<file path="src/rtl/aes_ctrl_pkg.sv">
// Shared types and constants for the AES-128 decryption sequencing controller.
package aes_ctrl_pkg;

   typedef enum logic [2:0] {
      ST_IDLE,
      ST_LOAD_MSG,
      ST_KEY_WAIT,
      ST_ARK,
      ST_ISR,
      ST_ISB,
      ST_IMC,
      ST_DONE
   } aes_state_e;

   localparam logic [1:0] SEL_ARK = 2'b00;
   localparam logic [1:0] SEL_ISR = 2'b01;
   localparam logic [1:0] SEL_ISB = 2'b10;
   localparam logic [1:0] SEL_IMC = 2'b11;

   localparam int NUM_ROUNDS = 10;
   localparam int NUM_COLS   = 4;

endpackage

</file>
<file path="src/rtl/aes_wait_cnt.sv">
// Loadable 5-bit down-counter with zero flag; it parks at zero rather than wrapping.
module aes_wait_cnt (
   input  logic       clk,
   input  logic       reset_n,
   input  logic       load,
   input  logic [4:0] load_val,
   output logic [4:0] count,
   output logic       zero
);

   always_ff @(posedge clk) begin
      if (!reset_n) begin
         count <= '0;
      end else if (load) begin
         count <= load_val;
      end else if (count != '0) begin
         count <= count - 5'd1;
      end
   end

   assign zero = (count == '0);

endmodule

</file>
<file path="src/rtl/aes_dec_ctrl.sv">
// Sequencing controller for the AES-128 decryption datapath (mux selects, load enables, round-key index).
// Optional key reuse (skip KEY_WAIT when KEY_SAME=1) is enabled by defining AES_KEY_REUSE_EN.
module aes_dec_ctrl
   import aes_ctrl_pkg::*;
#(
   parameter int KEY_EXP_CYCLES = 11,
   parameter int SUB_LAT        = 1
) (
   input  logic       clk,
   input  logic       reset_n,
   input  logic       aes_start,
`ifdef AES_KEY_REUSE_EN
   input  logic       key_same,
`endif
   output logic       aes_done,
   output logic       busy,
   output logic       msg_ld,
   output logic [1:0] state_sel,
   output logic [1:0] col_sel,
   output logic       state_ld,
   output logic [3:0] round_idx
);

   aes_state_e state, next_state;
   logic [3:0] round_q, next_round;
   logic       cnt_load;
   logic [4:0] cnt_val;
   logic [4:0] cnt;
   logic       cnt_zero;
   logic       skip_key;

   aes_wait_cnt u_wait_cnt (
      .clk      (clk),
      .reset_n  (reset_n),
      .load     (cnt_load),
      .load_val (cnt_val),
      .count    (cnt),
      .zero     (cnt_zero)
   );

`ifdef AES_KEY_REUSE_EN
   // Key-reuse request is captured together with the start request so later toggling is ignored.
   always_ff @(posedge clk) begin
      if (!reset_n) begin
         skip_key <= 1'b0;
      end else if (state == ST_IDLE && aes_start) begin
         skip_key <= key_same;
      end
   end
`else
   assign skip_key = 1'b0;
`endif

   always_ff @(posedge clk) begin
      if (!reset_n) begin
         state   <= ST_IDLE;
         round_q <= 4'(NUM_ROUNDS);
      end else begin
         state   <= next_state;
         round_q <= next_round;
      end
   end

   // The wait counter is loaded on the edge that enters a multi-cycle step, so it reads N-1 on the first cycle.
   always_comb begin
      next_state = state;
      next_round = round_q;
      cnt_load   = 1'b0;
      cnt_val    = '0;
      case (state)
         ST_IDLE: begin
            if (aes_start) next_state = ST_LOAD_MSG;
         end
         ST_LOAD_MSG: begin
            if (skip_key) begin
               next_state = ST_ARK;
            end else begin
               next_state = ST_KEY_WAIT;
               cnt_load   = 1'b1;
               cnt_val    = 5'(KEY_EXP_CYCLES - 1);
            end
         end
         ST_KEY_WAIT: begin
            if (cnt_zero) next_state = ST_ARK;
         end
         ST_ARK: begin
            if (round_q == 4'(NUM_ROUNDS)) begin
               next_state = ST_ISR;
            end else if (round_q == 4'd0) begin
               next_state = ST_DONE;
            end else begin
               next_state = ST_IMC;
               cnt_load   = 1'b1;
               cnt_val    = 5'(NUM_COLS - 1);
            end
            if (round_q != 4'd0) next_round = round_q - 4'd1;
         end
         ST_ISR: begin
            next_state = ST_ISB;
            cnt_load   = 1'b1;
            cnt_val    = 5'(SUB_LAT - 1);
         end
         ST_ISB: begin
            if (cnt_zero) next_state = ST_ARK;
         end
         ST_IMC: begin
            if (cnt_zero) next_state = ST_ISR;
         end
         ST_DONE: begin
            if (!aes_start) begin
               next_state = ST_IDLE;
               next_round = 4'(NUM_ROUNDS);
            end
         end
         default: next_state = ST_IDLE;
      endcase
   end

   // Outputs decode only registered state, so no input reaches an output combinationally.
   always_comb begin
      aes_done  = (state == ST_DONE);
      busy      = (state != ST_IDLE) && (state != ST_DONE);
      msg_ld    = (state == ST_LOAD_MSG);
      state_sel = SEL_ARK;
      col_sel   = 2'd0;
      state_ld  = 1'b0;
      round_idx = round_q;
      case (state)
         ST_ARK: begin
            state_sel = SEL_ARK;
            state_ld  = 1'b1;
         end
         ST_ISR: begin
            state_sel = SEL_ISR;
            state_ld  = 1'b1;
         end
         ST_ISB: begin
            state_sel = SEL_ISB;
            state_ld  = cnt_zero;
         end
         ST_IMC: begin
            state_sel = SEL_IMC;
            state_ld  = 1'b1;
            col_sel   = 2'(5'(NUM_COLS - 1) - cnt);
         end
         default: begin
            state_sel = SEL_ARK;
         end
      endcase
   end

endmodule

</file>
<file path="config.mk">
export PLATFORM = sky130hd
export DESIGN_NAME = aes_dec_ctrl
export DESIGN_NICKNAME = d
export VERILOG_FILES = /design/src/rtl/aes_ctrl_pkg.sv /design/src/rtl/aes_wait_cnt.sv /design/src/rtl/aes_dec_ctrl.sv
export SDC_FILE = /design/constraint.sdc
export NUM_CORES = 1
export LEC_CHECK = 0
export BUFFER_PORTS_ARGS = -buffer_cell sky130_fd_sc_hd__buf_2
export CORE_ASPECT_RATIO = 0.9
export CORE_MARGIN = 8
export CORE_UTILIZATION = 50
export DETAILED_ROUTE_END_ITERATION = 10
export PLACE_DENSITY = 0.72
export SYNTH_ARGS = -nofsm -noshare
export SYNTH_HDL_FRONTEND = slang
export SYNTH_HIERARCHICAL = 1
export SYNTH_SLANG_ARGS = --single-unit
</file>
<file path="constraint.sdc">
create_clock -name clk -period 3 [get_ports clk]
set_input_delay 0.6 -clock clk [delete_from_list [all_inputs] [get_ports clk]]
set_output_delay 0.6 -clock clk [all_outputs]
set_load 0.05 [all_outputs]
</file>
## Yosys cells after proc, flatten, opt, wreduce, memory -nomap -nowiden

Cells that the tools add are included.

- Add/subtract/negate cells: 3
- Multiplexer cells: 21
- Reductions and logical operators: 14
- Equality and inequality tests: 14

Operator list:

| kind | count |
|---|---|
| 3-bit case mux with 7 select lines | 1 |
| 4-bit case mux with 2 select lines | 2 |
| 3-bit == test (second input constant) | 4 |
| 3-bit 2-to-1 mux | 4 |
| 5-bit 2-to-1 mux | 2 |
| 2-bit 2-to-1 mux | 4 |
| 4-bit 2-to-1 mux | 2 |
| 2-bit != test (second input constant) | 4 |
| 3-bit by 2-bit == test with 1-bit output (second input constant) | 2 |
| 2-bit case mux with 3 select lines | 1 |
| 5-bit logical NOT | 1 |
| 5-bit nonzero test | 1 |
| 5-bit by 1-bit subtractor with 5-bit output (second input constant) | 1 |
| 4-bit == test (second input constant) | 1 |
| 4-bit logical NOT | 1 |
| 1-bit case mux with 2 select lines | 2 |
| 4-bit AND reduction | 1 |
| 2-bit nonzero test | 2 |
| 4-bit nonzero test | 1 |
| 2-bit OR reduction | 2 |
| 4-bit by 1-bit subtractor with 4-bit output (second input constant) | 1 |
| 3-bit by 1-bit == test with 1-bit output (second input constant) | 1 |
| 3-bit logical NOT | 1 |
| 1-bit 2-to-1 mux | 3 |
| 7 further kinds | 7 |

- Input port bits: 3
- Bits in registers: 12
- Word-level logic and storage cells: 55
- Output and inout bits: 12

## Longest topological paths before layout

- Depth after elaboration: 5
- Depth in mapped cells: 9

## Cells and area by module

Netlist, hierarchy kept.

By module, submodules not included:

| module | instances | cells an instance | area an instance (µm²) | seq. area each (µm²) |
|---|---|---|---|---|
| aes_dec_ctrl | 1 | 82 | 623.1 | 140.1 |
| aes_wait_cnt | 1 | 34 | 300.3 | 100.1 |

## Least setup slack after synthesis

OpenSTA, ideal clock, no wires.

- Path kind: flip-flop to output port
- Start: register state[2]
- End: output port col_sel[0]
- Stages on the path, launching flop included: 6
- Setup slack: 207 ps
- Path buffers: 2
- Arrival time: 2193 ps
- Path through: dfxtp_1 buf_6 buf_2 nor2b_1 nand2_1 nor2_1

- Longest elaborated chain between the ends: 2

RTL lines:

| element | RTL line | source |
|---|---|---|
| start, declared | aes_dec_ctrl.sv:24 | `aes_state_e state, next_state;` |
| start signal, assigned | aes_dec_ctrl.sv:59 | `state <= next_state;` |
| 3-bit == test | aes_dec_ctrl.sv:128 | `case (state)` |
| 2-bit 2-to-1 mux | aes_dec_ctrl.sv:128 |  |
| end, declared | aes_dec_ctrl.sv:19 | `output logic [1:0] col_sel,` |

Every way passes these cells.

## Worst setup path after layout

- Start: register u_wait_cnt.count[0]
- End: output port state_ld

- Longest elaborated chain between the ends: 2

RTL lines:

| element | RTL line | source |
|---|---|---|
| start, declared | aes_wait_cnt.sv:7 | `output logic [4:0] count,` |
| start signal, assigned | aes_wait_cnt.sv:15 | `count <= load_val;` |
| start signal, assigned | aes_wait_cnt.sv:17 | `count <= count - 5'd1;` |
| 5-bit logical NOT | aes_wait_cnt.sv:21 | `assign zero = (count == '0);` |
| net cnt_zero | aes_dec_ctrl.sv:29 | `logic cnt_zero;` |
| 1-bit case mux with 2 select lines | aes_dec_ctrl.sv:128 |  |
| end, declared | aes_dec_ctrl.sv:20 | `output logic state_ld,` |

The timed path passes the listed nets, and every way through them passes these cells.

==> qor.csv <==
metric;value;unit
fp.dieH;56.8;um
critical_path.n_buffers_inverters;3;
setup.reg_to_reg.worst_slack;0.71;ns
layout.nets;134;
gr-total-overflow;0;
floorplan.io_pins;15;
finalCoreUtilization;58.8;%
post_drt_via_cell_ratio;5.68;
worst_clock_skew;0.00208;ns
hold_path_class;flip-flop to flip-flop;
power.switching;410;uW
fin_crit_sh;87.0;%
seqPwrFrac;35.4;%
switching_share;48.7;%
core_region;1700;sq um
post_cts_setup_buffer_count;0;
rows;14;
post-route-cell-area;1000;sq um
fraction_of_layout_instances_using_a_drive_strength_above_1;16.7;%
timing.critical_path.arrival;2.01;ns
netlist.top_cell.by_area;sky130_fd_sc_hd__dfxtp_1;
power.internal;431;uW
post-route-min-period;2.61;ns
p_leak;0.000462;uW
ws_path_type;flip-flop to output port;
die_area;3480;sq um
seq_area_frac_synth;26.0;%
combPwrFrac;48.9;%
syn_avg_cell_area;7.96;sq um
rsz0062_at_grt;no;
cts.clk_slew.worst_paths;0.08;ns
timing.max_slew.rel_slack;47.5;%
clock_sinks;12;
synth_simple_gate_area_share;34.4;%
cts_tree;built;
yosysUniqueCellTypes;44;
post-route-drc-count;0;
pwr_density_cell;841;nW/um^2
buffer_ports.inserted;14;
number_of_antenna_repair_diodes;0;
detail-route-antenna-nets;0;
drt_pre_antenna_iters;4;
place_hpwl;1.54;mm
critPathMostFrequentCell;sky130_fd_sc_hd__inv_1;
postSynthRegisterBits;12;
worst_path_dominant_cell_family;simple AND/OR/NAND/NOR gates;
clock_insertion_delay_worst_skew;0.28;ns
cts.htree.levels;1;
detailroute.via_count;852;
worst-slew-pin-transition;0.779;ns
synthMuxAreaShare;1.08;%
synth_area_leaders;sky130_fd_sc_hd__dfxtp_1 (26%), sky130_fd_sc_hd__ha_1 (5.4%), sky130_fd_sc_hd__nand3_1 (5.4%);
synth-compound-area-share;18.4;%
final-setup-viol-count;0;
crit_path_cell_trace;inv_1 > ha_1 > nor4b_4 > inv_1 > o21ai_0 > a21o_1 > buf_2;
synth-edff-count;0;
type_of_origin_of_the_critical_path;flip-flop;
ctsResizeCount;0;
clock_path_buffers;2;
final.fill_count;174;
clockPowerShare;15.8;%
synth-async-reset-ratio;0;%
number_of_antenna_violations_at_the_first_check_in_global_routing;0;
cts_root_buffer;sky130_fd_sc_hd__clkbuf_4;
critical_path.reg2reg.startpoint;round_idx[0];
hold_path.startpoint;round_idx[0];
hold_violations;0;
final_cell_mix;sky130_fd_sc_hd__buf_2 (14), sky130_fd_sc_hd__dfxtp_1 (12), sky130_fd_sc_hd__inv_1 (10), sky130_fd_sc_hd__nand3_1 (10), sky130_fd_sc_hd__nand2_1 (8);
critical_path.endpoint;state_ld;
synth_top_family_by_area;simple AND/OR/NAND/NOR gates;
hold_buffers;0;
cp_slowest_cell;sky130_fd_sc_hd__nor4b_4;
place_area;963;sq um
fraction_of_synthesized_cell_area_in_xor_and_xnor_cells;2.85;%
dominantRegCellSynth;sky130_fd_sc_hd__dfxtp_1;
grt_start_max_net_pins;21;
mappedNetlistArea;923;sq um
drt_first_iter_violations;25;
timing.critical_path.from;u_wait_cnt/count[0];
finalSetupTns;0;ns
timing_max_transition_violations_final;0;
maxCapViolations;0;
placer_congestion;0.933;
yosys.area_share.adder;5.42;%
seq_area;240;sq um
cp_num_cells;7;
yosys_warnings;6;
multiInputGateArea;582;sq um
die_w;61.3;um
reg2regPathDepth;7;
critical-path-max-stage-delay;0.47;ns
run_status;completed;
layout_commonest_cell;sky130_fd_sc_hd__buf_2;
timing_limited_maximum_frequency;383;MHz
grt_pass1_vias;772;
r2r_end;u_wait_cnt/count[1];
layout-area-overhead-vs-synth;8.27;%
totalWireLength;2.04;mm
routedWlPerCell;13.6;um
cp_max_fo;10;
worst_setup_path_end_kind;output port;
timing.critical_path.required;2.40;ns
synth_cells;116;
start_util;54.3;%
tritoncts.num_buffers;3;
global_route.usage.total;12.5;%
peakVddDrop;0.000417;V
synth_top_area_share;26.0;%
wire_length_of_the_first_global_routing_pass;3.42;mm
worst reg2reg max path: cells and delay by family (launching register included):
| kind | cells | cell delay [ns] |
|---|---|---|
| AO/OA/AOI/OAI | 2 | 0.50 |
| flip-flops | 1 | 0.34 |
| buffers and inverters | 1 | 0.12 |
| AND/OR/NAND/NOR | 3 | 1.10 |
| adder cells (fa/ha/maj) | 1 | 0.17 |
power groups by stage:
| stage | sequential, uW | combinational (uW) | clock, uW |
|---|---|---|---|
| floorplan | 269 | 381 | 0 |
| global placement | 296 | 405 | 0 |
| detailed placement | 302 | 412 | 0 |
| CTS | 297 | 414 | 136 |
| global route | 311 | 454 | 143 |
| finish | 297 | 411 | 133 |
per-stage QoR:
stage               std cells  power [uW]  hold WS [ns]  setup WS, ns
floorplan                 117         650         0.488         0.207
global placement          146         700         0.486         0.707
detailed placement        146         714         0.501         0.687
CTS                       150         848         0.512         0.352
global route              150         908         0.551         0.225
finish                    150         841         0.514         0.391
metal layers:
layer / GRT usage, % / part of all wire, % / vias up
met4: 3.65 / 0.54 / 0
li1: - / - / 434
met1: 15.7 / 45 / 399
met2: 19.3 / 47 / 17
met5: 0 / 0 / -
met3: 4.32 / 6.7 / 2
flip-flops by register name (all words and copies together) (netlist names):
register,flops
state,3
u_wait_cnt/count,5
round_idx,4
Yosys cell counts (all sizes together), types with 2 or more instances:
| cell type | count |
|---|---|
| dfxtp | 12 |
| inv | 11 |
| nand3 | 10 |
| nand2 | 8 |
| buf | 7 |
| nor2 | 6 |
| o21ai | 5 |
| ha | 4 |
| nor2b | 4 |
| a21oi | 3 |
| nand2b | 3 |
| nand4b | 3 |
| nor3 | 3 |
| o211ai | 3 |
| a21boi | 2 |
| clkbuf | 2 |
| nand3b | 2 |
| nand4 | 2 |
| nor3b | 2 |
| o2111ai | 2 |
| o311ai | 2 |
| or4 | 2 |
| xnor2 | 2 |
worst min-delay path by stage:
stage | end | slack [ns] | cells past startpoint
floorplan | u_wait_cnt/count[1] | 0.49 | 2
global placement | round_idx[0] | 0.49 | 2
detailed placement | round_idx[0] | 0.50 | 2
CTS | round_idx[0] | 0.51 | 2
global route | round_idx[0] | 0.55 | 2
finish | round_idx[0] | 0.51 | 2
cell families after synthesis:
logic type	count (synthesis)
other	1
buffers and inverters	20
and+or+nand+nor	51
AOI/OAI and AO/OA	24
DFF	12
adders and majority gates	4
muxes	1
xor gates and xnor gates	3
layout make-up:
class / instances / share of cell area, %
repair buffers: 14 / 7.01
multi-input cells: 85 / 58.2
flip-flops and latches: 12 / 24.0
clock buffers: 4 / 3.63
inverters: 11 / 4.13
well taps: 24 / 3.00
(Power assumes the default switching activity.)
